===== config.mk =====
export PLATFORM = sky130hd
export DESIGN_NAME = disk_access_arbiter_flat
export DESIGN_NICKNAME = d
export VERILOG_FILES = /design/src/rtl/disk_access_arbiter_if.sv /design/src/rtl/disk_access_arbiter.sv /design/src/flat_wrapper.sv
export SDC_FILE = /design/constraint.sdc
export NUM_CORES = 1
export LEC_CHECK = 0
export BUFFER_PORTS_ARGS = -buffer_cell sky130_fd_sc_hd__buf_2
export CAP_MARGIN = 20
export CORE_AREA = 2 2 72 74
export CTS_CLUSTER_SIZE = 10
export DETAILED_ROUTE_END_ITERATION = 8
export DIE_AREA = 0 0 74 76
export PLACE_DENSITY = 0.82
export SKIP_LAST_GASP = 1
export SYNTH_ARGS = -nofsm -noshare
export SYNTH_HDL_FRONTEND = slang
export SYNTH_SLANG_ARGS = --single-unit

===== constraint.sdc =====
create_clock -name clk -period 6.85 [get_ports clk]
set_input_delay 1.0275 -clock clk [delete_from_list [all_inputs] [get_ports clk]]
set_output_delay 1.0275 -clock clk [all_outputs]
set_load 0.02 [all_outputs]

===== src/rtl/disk_access_arbiter_if.sv =====
// Request, disk and completion signals of the disk access arbiter.
// slave: arbiter side; master: requesters and disk reader side.
interface disk_access_arbiter_if;
  logic        rd_req;
  logic [7:0]  rd_add;
  logic        rmw_req;
  logic [7:0]  rmw_add;
  logic        rd_gnt;
  logic        rmw_gnt;
  logic        disk_rd_en;
  logic [7:0]  disk_add;
  logic [1:0]  en_rd_mem;
  logic        disk_valid;
  logic [11:0] disk_data_A;
  logic [11:0] disk_data_B;
  logic        rd_done;
  logic        rmw_done;
  logic [11:0] data_A;
  logic [11:0] data_B;
  logic        timeout_err;
  logic        busy;

  modport slave (
    input  rd_req, rd_add, rmw_req, rmw_add,
    input  disk_valid, disk_data_A, disk_data_B,
    output rd_gnt, rmw_gnt, disk_rd_en, disk_add, en_rd_mem,
    output rd_done, rmw_done, data_A, data_B, timeout_err, busy
  );

  modport master (
    output rd_req, rd_add, rmw_req, rmw_add,
    output disk_valid, disk_data_A, disk_data_B,
    input  rd_gnt, rmw_gnt, disk_rd_en, disk_add, en_rd_mem,
    input  rd_done, rmw_done, data_A, data_B, timeout_err, busy
  );
endinterface


===== src/rtl/disk_access_arbiter.sv =====
// Round-robin arbiter between user reads and read-for-write disk reads.
// Optional WAIT timeout enabled by defining DISK_TIMEOUT_EN.
module disk_access_arbiter #(
  parameter int TIMEOUT_CYC = 64
) (
  input logic clk,
  input logic reset_n,
  disk_access_arbiter_if.slave bus
);

  localparam logic [1:0] IDLE  = 2'd0;
  localparam logic [1:0] ISSUE = 2'd1;
  localparam logic [1:0] WAIT  = 2'd2;
  localparam logic [1:0] DONE  = 2'd3;

  logic [1:0]  state;
  logic        last_rmw;
  logic        owner_rmw;
  logic        any_req;
  logic        pick_rmw;
  logic [7:0]  pick_add;
  logic        expire;

  logic        rd_gnt_q;
  logic        rmw_gnt_q;
  logic        rd_en_q;
  logic [7:0]  add_q;
  logic [1:0]  en_q;
  logic        rd_done_q;
  logic        rmw_done_q;
  logic [11:0] data_a_q;
  logic [11:0] data_b_q;
  logic        to_q;
  logic        busy_q;

  // Data disk enable: the parity disk index is (add mod 3), inverted.
  function automatic logic [1:0] mem_en(input logic [7:0] a);
    logic [7:0] m;
    m = a % 8'd3;
    return ~m[1:0];
  endfunction

  assign any_req  = bus.rd_req | bus.rmw_req;
  // On a tie the requester that did not win last time goes first.
  assign pick_rmw = bus.rmw_req & (~bus.rd_req | ~last_rmw);
  assign pick_add = pick_rmw ? bus.rmw_add : bus.rd_add;

`ifdef DISK_TIMEOUT_EN
  logic [7:0] cnt;

  assign expire = (state == WAIT) && !bus.disk_valid &&
                  (cnt == 8'(TIMEOUT_CYC - 1));

  // WAIT cycle counter, cleared while the read is being issued.
  always_ff @(posedge clk or negedge reset_n) begin
    if (!reset_n) begin
      cnt <= 8'd0;
    end else if (state == ISSUE) begin
      cnt <= 8'd0;
    end else if (state == WAIT) begin
      cnt <= cnt + 8'd1;
    end
  end
`else
  logic [7:0] unused_cfg;

  assign unused_cfg = 8'(TIMEOUT_CYC);
  assign expire     = 1'b0;
`endif

  // Transaction FSM with registered grant, strobe and completion outputs.
  always_ff @(posedge clk or negedge reset_n) begin
    if (!reset_n) begin
      state      <= IDLE;
      last_rmw   <= 1'b1;
      owner_rmw  <= 1'b0;
      rd_gnt_q   <= 1'b0;
      rmw_gnt_q  <= 1'b0;
      rd_en_q    <= 1'b0;
      add_q      <= 8'd0;
      en_q       <= 2'd0;
      rd_done_q  <= 1'b0;
      rmw_done_q <= 1'b0;
      data_a_q   <= 12'd0;
      data_b_q   <= 12'd0;
      to_q       <= 1'b0;
      busy_q     <= 1'b0;
    end else begin
      rd_gnt_q   <= 1'b0;
      rmw_gnt_q  <= 1'b0;
      rd_en_q    <= 1'b0;
      rd_done_q  <= 1'b0;
      rmw_done_q <= 1'b0;
      to_q       <= 1'b0;
      unique case (state)
        IDLE: begin
          if (any_req) begin
            state     <= ISSUE;
            owner_rmw <= pick_rmw;
            last_rmw  <= pick_rmw;
            rd_gnt_q  <= ~pick_rmw;
            rmw_gnt_q <= pick_rmw;
            rd_en_q   <= 1'b1;
            add_q     <= pick_add;
            en_q      <= mem_en(pick_add);
            busy_q    <= 1'b1;
          end
        end
        ISSUE: begin
          state <= WAIT;
        end
        WAIT: begin
          if (bus.disk_valid) begin
            state      <= DONE;
            data_a_q   <= bus.disk_data_A;
            data_b_q   <= bus.disk_data_B;
            rd_done_q  <= ~owner_rmw;
            rmw_done_q <= owner_rmw;
          end else if (expire) begin
            state  <= IDLE;
            to_q   <= 1'b1;
            add_q  <= 8'd0;
            en_q   <= 2'd0;
            busy_q <= 1'b0;
          end
        end
        DONE: begin
          state  <= IDLE;
          add_q  <= 8'd0;
          en_q   <= 2'd0;
          busy_q <= 1'b0;
        end
        default: begin
          state <= IDLE;
        end
      endcase
    end
  end

  assign bus.rd_gnt      = rd_gnt_q;
  assign bus.rmw_gnt     = rmw_gnt_q;
  assign bus.disk_rd_en  = rd_en_q;
  assign bus.disk_add    = add_q;
  assign bus.en_rd_mem   = en_q;
  assign bus.rd_done     = rd_done_q;
  assign bus.rmw_done    = rmw_done_q;
  assign bus.data_A      = data_a_q;
  assign bus.data_B      = data_b_q;
  assign bus.timeout_err = to_q;
  assign bus.busy        = busy_q;

endmodule


===== src/flat_wrapper.sv =====
// flat-port wrapper written by rule: the top's interface ports become plain ports
module disk_access_arbiter_flat 
#(
  parameter int TIMEOUT_CYC = 64
)
  (clk, reset_n, bus_rd_req, bus_rd_add, bus_rmw_req, bus_rmw_add, bus_disk_valid, bus_disk_data_A, bus_disk_data_B, bus_rd_gnt, bus_rmw_gnt, bus_disk_rd_en, bus_disk_add, bus_en_rd_mem, bus_rd_done, bus_rmw_done, bus_data_A, bus_data_B, bus_timeout_err, bus_busy);
  disk_access_arbiter_if bus_i ();
  input logic clk;
  input logic reset_n;
  input wire logic [$bits(bus_i.rd_req)-1:0] bus_rd_req;
  input wire logic [$bits(bus_i.rd_add)-1:0] bus_rd_add;
  input wire logic [$bits(bus_i.rmw_req)-1:0] bus_rmw_req;
  input wire logic [$bits(bus_i.rmw_add)-1:0] bus_rmw_add;
  input wire logic [$bits(bus_i.disk_valid)-1:0] bus_disk_valid;
  input wire logic [$bits(bus_i.disk_data_A)-1:0] bus_disk_data_A;
  input wire logic [$bits(bus_i.disk_data_B)-1:0] bus_disk_data_B;
  output wire logic [$bits(bus_i.rd_gnt)-1:0] bus_rd_gnt;
  output wire logic [$bits(bus_i.rmw_gnt)-1:0] bus_rmw_gnt;
  output wire logic [$bits(bus_i.disk_rd_en)-1:0] bus_disk_rd_en;
  output wire logic [$bits(bus_i.disk_add)-1:0] bus_disk_add;
  output wire logic [$bits(bus_i.en_rd_mem)-1:0] bus_en_rd_mem;
  output wire logic [$bits(bus_i.rd_done)-1:0] bus_rd_done;
  output wire logic [$bits(bus_i.rmw_done)-1:0] bus_rmw_done;
  output wire logic [$bits(bus_i.data_A)-1:0] bus_data_A;
  output wire logic [$bits(bus_i.data_B)-1:0] bus_data_B;
  output wire logic [$bits(bus_i.timeout_err)-1:0] bus_timeout_err;
  output wire logic [$bits(bus_i.busy)-1:0] bus_busy;
  assign bus_i.rd_req = bus_rd_req;
  assign bus_i.rd_add = bus_rd_add;
  assign bus_i.rmw_req = bus_rmw_req;
  assign bus_i.rmw_add = bus_rmw_add;
  assign bus_i.disk_valid = bus_disk_valid;
  assign bus_i.disk_data_A = bus_disk_data_A;
  assign bus_i.disk_data_B = bus_disk_data_B;
  assign bus_rd_gnt = bus_i.rd_gnt;
  assign bus_rmw_gnt = bus_i.rmw_gnt;
  assign bus_disk_rd_en = bus_i.disk_rd_en;
  assign bus_disk_add = bus_i.disk_add;
  assign bus_en_rd_mem = bus_i.en_rd_mem;
  assign bus_rd_done = bus_i.rd_done;
  assign bus_rmw_done = bus_i.rmw_done;
  assign bus_data_A = bus_i.data_A;
  assign bus_data_B = bus_i.data_B;
  assign bus_timeout_err = bus_i.timeout_err;
  assign bus_busy = bus_i.busy;
  disk_access_arbiter #(.TIMEOUT_CYC(TIMEOUT_CYC)) u_core (.clk(clk), .reset_n(reset_n), .bus(bus_i));
endmodule

==> flow_summary.yaml, run 1 <==
setup_path:
  worstSetupPathType: "in2reg"
  worstSetupStartpointType: "input port"
  crit_path_end_kind: "flop"
  cp_max_fo: 21
  cp_data_arrival_time_ns: 4.08
  cp.required_ns: 7.04
clocking:
  cts_setup_buffers: 0
  cts_tree: "done"
  clock_latency_ns: 0.30
  clockBufferDepth: 2
  cts_max_level: 2
  cts_made_buffers: 5
  cts_hold_buf: 0
  path_clk_slew_ns: 0.08
  cts.repair.resized: 0
  root_buffer: "clkbuf_8"
  clock_sinks: 44
place:
  dp_cells: 373
  hpwl_mm: 3.89
  gp_congestion: 0.870
  io_buffer_count: 84
die:
  die-area_um2: 5620
  ios: 86
  rows: 26
  die_x_um: 74
  core_area_um2: 4910
  start_util: 0.519
  die_h_um: 76
timing:
  finalSetupViolations: 0
  rsz0062_at_grt: "false"
  fmax_mhz: 257
  whs_ns: 0.451
  slew_headroom: 0.365
  fin_crit_ns: 3.89
  worst_slew_pin_slew_ns: 0.950
  finalHoldViolCount: 0
  drv_slew: 0
  finalCritPeriodShare: 0.568
  clock_skew_ns: 0.00662
  fin_setup_tns_ns: 0
detailed_routing:
  wl_per_cell_um: 13.7
  drt-total-wl_mm: 5.23
  drc: 0
  viasPerCell: 5.30
  drt.antenna.violating_nets: 0
  drt_iter0_drc: 84
  vias: 2020
  dr.pass1.iters: 4
global_routing:
  antenna_found_initial: 0
  grt_pass1_wl_mm: 8.42
  globalRouteMet3Util: 0.0437
  grt_pass1_vias: 1811
  gr-usage-all-layers: 0.189
  grt-ovfl-total: 0
  use_met1: 0.253
  use_met2: 0.293
  grt_max_degree: 45
  busiest_layer: "met2"
synth:
  synth_cells: 234
  synthArstFlopShare: 1.00
  synth_nets: 284
  ys_types: 57
  syn_avg_cell_area_um2: 10.9
  synth_seq_area_share: 0.432
  ys.warnings.count: 0
  yosys_register_bits: 44
  synth_edf_count: 0
  synth_top_flop_cell: "dfrtp_1"
  synthesis.area_um2: 2550
pwr:
  power_mw: 1.22
  p_leak_nw: 1.47
  vdd_drop_max_mv: 0.148
  pwr_density_cell_nw_per_um2: 401
min_path:
  worstHoldPathType: "reg2reg"
cells_and_area:
  regArea_um2: 1100
  num_antenna_cells: 0
  layout.cells.non_filler: 381
  fill_cells: 385
  multi_input_area_um2: 1300
  area_growth_pct: 19.9
  fin_nets: 360
  layout-drive-gt1-share: 0.424
run_status:
  outcome: "completed"
run:
  drv_cap: 0
through the flow:
stage / setup slack (ns) / cell area [um^2] / util
floorplan: 3.15 / 2550 / -
global placement: 2.78 / 2930 / 0.597
detailed placement: 2.65 / 2940 / 0.598
CTS: 2.96 / 3060 / 0.622
global route: 2.80 / 3060 / 0.622
finish: 2.96 / 3060 / 0.622
sequential cells by signal, indices dropped and copies added, names as in the netlist, 2 cells and up:
| signal | cells |
|---|---|
| u_core.bus.disk_add | 8 |
| u_core.bus.en_rd_mem | 2 |
| u_core.state | 2 |
| u_core.bus.data_A | 12 |
| u_core.bus.data_B | 12 |
synthesized netlist by cell type (all sizes together) (4+ instances only):
master	instances	area, um^2
mux2i	11	123
clkbuf	8	35.0
xnor2	7	61.3
buf	8	87.6
nand2	23	86.3
dfrtp	43	1080
nor2	8	30.0
a21oi	4	20.0
nor2b	6	37.5
inv	7	26.3
ha	5	62.6
mux2	27	312
a211oi	6	50.1
o21ai	16	80.1
logic make-up after synthesis:
logic type | after synthesis | share of synthesized area
simple gates | 62 | 0.131
compound gates | 52 | 0.151
flops | 44 | 0.432
mux | 38 | 0.170
buf+inv | 23 | 0.0584
xor+xnor | 9 | 0.0309
fa+ha+maj | 5 | 0.0245
other cells | 1 | 0.00147
worst max-delay path, cell delays in order:
cell and delay, ns:
buf_2 0.11, a21bo_4 0.38, mux2_4 0.34, a211oi_2 0.25
o221ai_2 0.16, or2_2 0.30, ha_1 0.23, inv_1 0.06
a31oi_1 0.06, a31o_1 0.22, ha_1 0.19, a311oi_2 0.27
or3b_1 0.38, o311ai_1 0.08
routing by layer:
metal	vias up	part of all wire
li1	992	-
met1	951	0.44
met2	70	0.48
met3	7	0.054
met4	0	0.018
met5	-	0
area by class of cell:
| type | instances | share of cell area |
|---|---|---|
| multi-input cells | 167 | 0.425 |
| clock inverters | 3 | 0.0156 |
| inverters | 7 | 0.00860 |
| well taps | 70 | 0.0287 |
| flip-flops and latches | 44 | 0.361 |
| clock buffers | 5 | 0.0225 |
| repair buffers | 85 | 0.139 |
power by group:
part | total [mW] | internal (mW) | switching (mW)
sequential | 0.432 | 0.379 | 0.0524
combinational | 0.593 | 0.246 | 0.347
clock | 0.200 | 0.110 | 0.0899
cell usage in the layout (no fill, tap or decap), types with 3 or more instances in the layout:
| master | synthesis | layout |
|---|---|---|
| o21ai_0 | 15 | 15 |
| or3b_1 | 3 | 3 |
| o211ai_1 | 3 | 3 |
| xnor2_1 | 7 | 7 |
| a211oi_1 | 5 | 5 |
| mux2i_1 | 10 | 10 |
| nor2b_1 | 6 | 6 |
| mux2_2 | 25 | 25 |
| nor3_1 | 3 | 3 |
| inv_1 | 7 | 7 |
| clkbuf_8 | 0 | 5 |
| nand2_1 | 23 | 23 |
| dfrtp_1 | 43 | 43 |
| nor2_1 | 8 | 8 |
| a21oi_1 | 4 | 4 |
| ha_1 | 5 | 5 |
| buf_2 | 1 | 85 |
worst paths after layout:
| path | slack [ns] | from | endpoint | cells past startpoint |
|---|---|---|---|---|
| worst max-delay path | 2.96 | bus_rmw_req | u_core.bus.en_rd_mem[1] | 14 |
| worst min register to register | 0.45 | u_core.owner_rmw | u_core.bus.rd_done | 1 |
| worst min-delay path | 0.45 | u_core.owner_rmw | u_core.bus.rd_done | 1 |
| max in group asynchronous | 5.41 | reset_n | u_core.bus.data_A[3] | 1 |
| min in group asynchronous | 0.87 | reset_n | u_core.bus.disk_add[2] | 1 |
| worst max register to register | 3.28 | u_core.last_rmw | u_core.bus.en_rd_mem[1] | 13 |
Note: power is estimated with default switching activity, not from simulation.
==> run 2, diff against run 1 <==
- ABC_AREA: not set -> 1
- CORE_AREA: 2 2 72 74 -> 2 2 74 76
- DIE_AREA: 0 0 74 76 -> 0 0 76 78
- PLACE_DENSITY: 0.82 -> 0.73
- clock period: 6.85 -> 3.2 ns (I/O delays scaled with it)
==> run 2 against run 1 <==
  * Core utilization down 4.4 points
  * Sequential power up 120%
  * Setup slack worse by 2.8 ns
  * Design area down 4.5%
  * Clock skew down 0.0033 ns
  * Via count down 8.0%
  * Largest cell class is now sequential cells
==> flow_summary.yaml, run 2 <==
cells_and_area:
  regArea_um2: 1100
  fin_nets: 365
  final_common_cell: "buf_2"
  layout.cells.non_filler: 386
  multi_input_area_um2: 1030
  area_growth_pct: 35.6
  num_antenna_cells: 0
  final_cell_mix: "buf_2 (84), nand2_1 (43), dfrtp_1 (43)"
  fill_cells: 445
  layout-drive-gt1-share: 0.522
  fin_util: 0.578
setup_path:
  worstSetupPathType: "reg2reg"
  cp_max_fo: 7
  r2r-end: "u_core.bus.en_rd_mem[1]"
  timing.rr.start: "u_core.last_rmw"
  cp_data_arrival_time_ns: 3.28
  endpoint: "u_core.bus.en_rd_mem[1]"
  crit_cells: 27
  worstRegToRegCells: 27
  crit_path_end_kind: "flop"
  cp.required_ns: 3.39
  crit_family: "simple AND/OR/NAND/NOR gates"
  worstSetupStartpointType: "flop"
  worst-path-buf-inv: 4
  slowest_stage: "dfstp_2"
  rrSetupSlack_ns: 0.11
  slowest_delay_ns: 0.57
  critical_path.startpoint: "u_core.last_rmw"
synth:
  synthArstFlopShare: 1.00
  yosysTopAreaCellShare: 0.500
  ys.warnings.count: 0
  synth_top_flop_cell: "dfrtp_1"
  synthTopCellsByArea: "dfrtp_1 (50%), mux2_2 (13%), nand2_1 (9.1%)"
  synth_area_leader_cell: "dfrtp_1"
  post-synth-top-count-cell: "nand2_1"
  ys_types: 28
  synth_common_cells: "nand2_1 (52), dfrtp_1 (43), inv_1 (24), mux2_2 (24), nand3_1 (14)"
  synthesis.area_um2: 2150
  synth_edf_count: 0
  synth_nets: 271
  syn_avg_cell_area_um2: 9.73
  yosys_register_bits: 44
  synth_cells: 221
  synth_seq_area_share: 0.513
global_routing:
  gr-usage-all-layers: 0.160
  grt_pass1_vias: 1642
  grt_pass1_wl_mm: 7.54
  antenna_found_initial: 0
  grt_max_degree: 45
  grt-ovfl-total: 0
timing:
  slew_headroom: 0.371
  clock_skew_ns: 0.00336
  fmax_mhz: 324
  finalSetupViolations: 0
  drv_slew: 0
  fin_setup_tns_ns: 0
  finalHoldViolCount: 0
  fin_crit_ns: 3.09
  finalCritPeriodShare: 0.965
  worst_slew_pin_slew_ns: 0.943
detailed_routing:
  wl_per_cell_um: 13.7
  drc: 0
  drt.antenna.violating_nets: 0
  dr.pass1.iters: 5
  drt_iter0_drc: 68
  viasPerCell: 4.82
  drt-total-wl_mm: 5.29
  vias: 1859
pwr:
  netSwitchingFraction: 0.427
  pwr-share-comb: 0.521
  p_int_mw: 1.64
  vdd_drop_max_mv: 0.578
  power_mw: 2.86
  switching_power_mw: 1.22
  seqPwrFrac: 0.330
  pwr_density_cell_nw_per_um2: 980
  clockPowerShare: 0.148
  p_leak_nw: 1.56
clocking:
  cts_made_buffers: 5
  clock_latency_ns: 0.30
  clock_sinks: 44
  root_buffer: "clkbuf_8"
  path_clk_slew_ns: 0.09
  cts_max_level: 2
  cts_tree: "done"
  clockBufferDepth: 2
run_status:
  outcome: "completed"
min_path:
  worstHoldPathType: "in2async"
place:
  hpwl_mm: 3.71
  io_buffer_count: 84
  gp_congestion: 0.830
  dp_cells: 371
die:
  die_x_um: 76
  start_util: 0.427
  die_h_um: 78
  die-area_um2: 5930
  core_area_um2: 5040
  rows: 26
  ios: 86
run:
  drv_cap: 0
## run 2: worst reg2reg max path, cell delays in order, from the launching register on
cell	delay, ns
dfstp_2	0.57
nand2_4	0.11
nand2_8	0.12
nand2_1	0.08
nand2_2	0.09
nand3_1	0.09
nand2_1	0.10
inv_2	0.05
o21ai_2	0.16
nand3_2	0.15
nand2_2	0.12
nand2_4	0.06
nand2_2	0.07
nand2_2	0.06
nand2_2	0.10
inv_2	0.05
ha_4	0.16
inv_1	0.05
nand2_1	0.05
nand2_1	0.08
nand2_2	0.06
ha_2	0.17
inv_2	0.06
nand3_4	0.08
nor2_4	0.13
nand2_1	0.05
nand3_1	0.07
nand2_1	0.05
## run 2: kinds of logic after synthesis
logic type | synth area share
AO/OA/AOI/OAI | 0.0686
adder cells (fa/ha/maj) | 0.0291
buffers and inverters | 0.0646
flip-flops | 0.513
multiplexers | 0.126
other | 0.00174
AND/OR/NAND/NOR | 0.198
## run 2: worst min path at each step
stage          depth (start not counted)              from              endpoint  slack, ns
2_1_floorplan                          0           reset_n       u_core.bus.busy       0.18
3_3_place_gp                           1  u_core.owner_rmw    u_core.bus.rd_done       0.41
3_5_place_dp                           1  u_core.owner_rmw    u_core.bus.rd_done       0.42
4_1_cts                                1           reset_n  u_core.bus.data_A[5]       0.37
5_1_grt                                1           reset_n  u_core.bus.data_A[5]       0.40
6_report                               1           reset_n  u_core.bus.data_A[5]       0.32
## run 2: per-stage QoR
| step | hold slack [ns] | worst slack, ns | cell area [um^2] |
|---|---|---|---|
| CTS | 0.372 | 0.00413 | 2740 |
| detailed placement | 0.419 | -0.0717 | 2630 |
| global route | 0.396 | -0.0924 | 2920 |
| global placement | 0.411 | 0.0842 | 2630 |
| finish | 0.319 | 0.113 | 2920 |
| floorplan | 0.184 | 0.339 | 2150 |
## run 2: power groups by stage
stage / Combinational, mW / Clock (mW) / Sequential [mW]
detailed placement: 1.34 / 0 / 0.952
global route: 1.62 / 0.458 / 0.971
global placement: 1.30 / 0 / 0.939
floorplan: 0.649 / 0 / 1.23
CTS: 1.35 / 0.427 / 0.943
finish: 1.49 / 0.424 / 0.944
## run 2: timing repair
item / CTS / global route
setup endpoints to repair: 0 / 2
hold buffers: 0 / 0
gates resized for setup: 0 / 29
buffers inserted: 0 / 6
## run 2: area by class of cell
type / count / share of cell area
Sequential cell: 44 / 0.378
Multi-Input combinational cell: 146 / 0.353
Timing Repair Buffer: 92 / 0.169
Inverter: 26 / 0.0335
Tap cell: 70 / 0.0300
Clock buffer: 6 / 0.0249
Clock inverter: 2 / 0.0120
## run 2: routing by layer
| layer | wire, um | global-route usage |
|---|---|---|
| met5 | 0 | 0 |
| met4 | 66 | 0.0600 |
| met3 | 240 | 0.0314 |
| met2 | 2920 | 0.277 |
| met1 | 2070 | 0.199 |
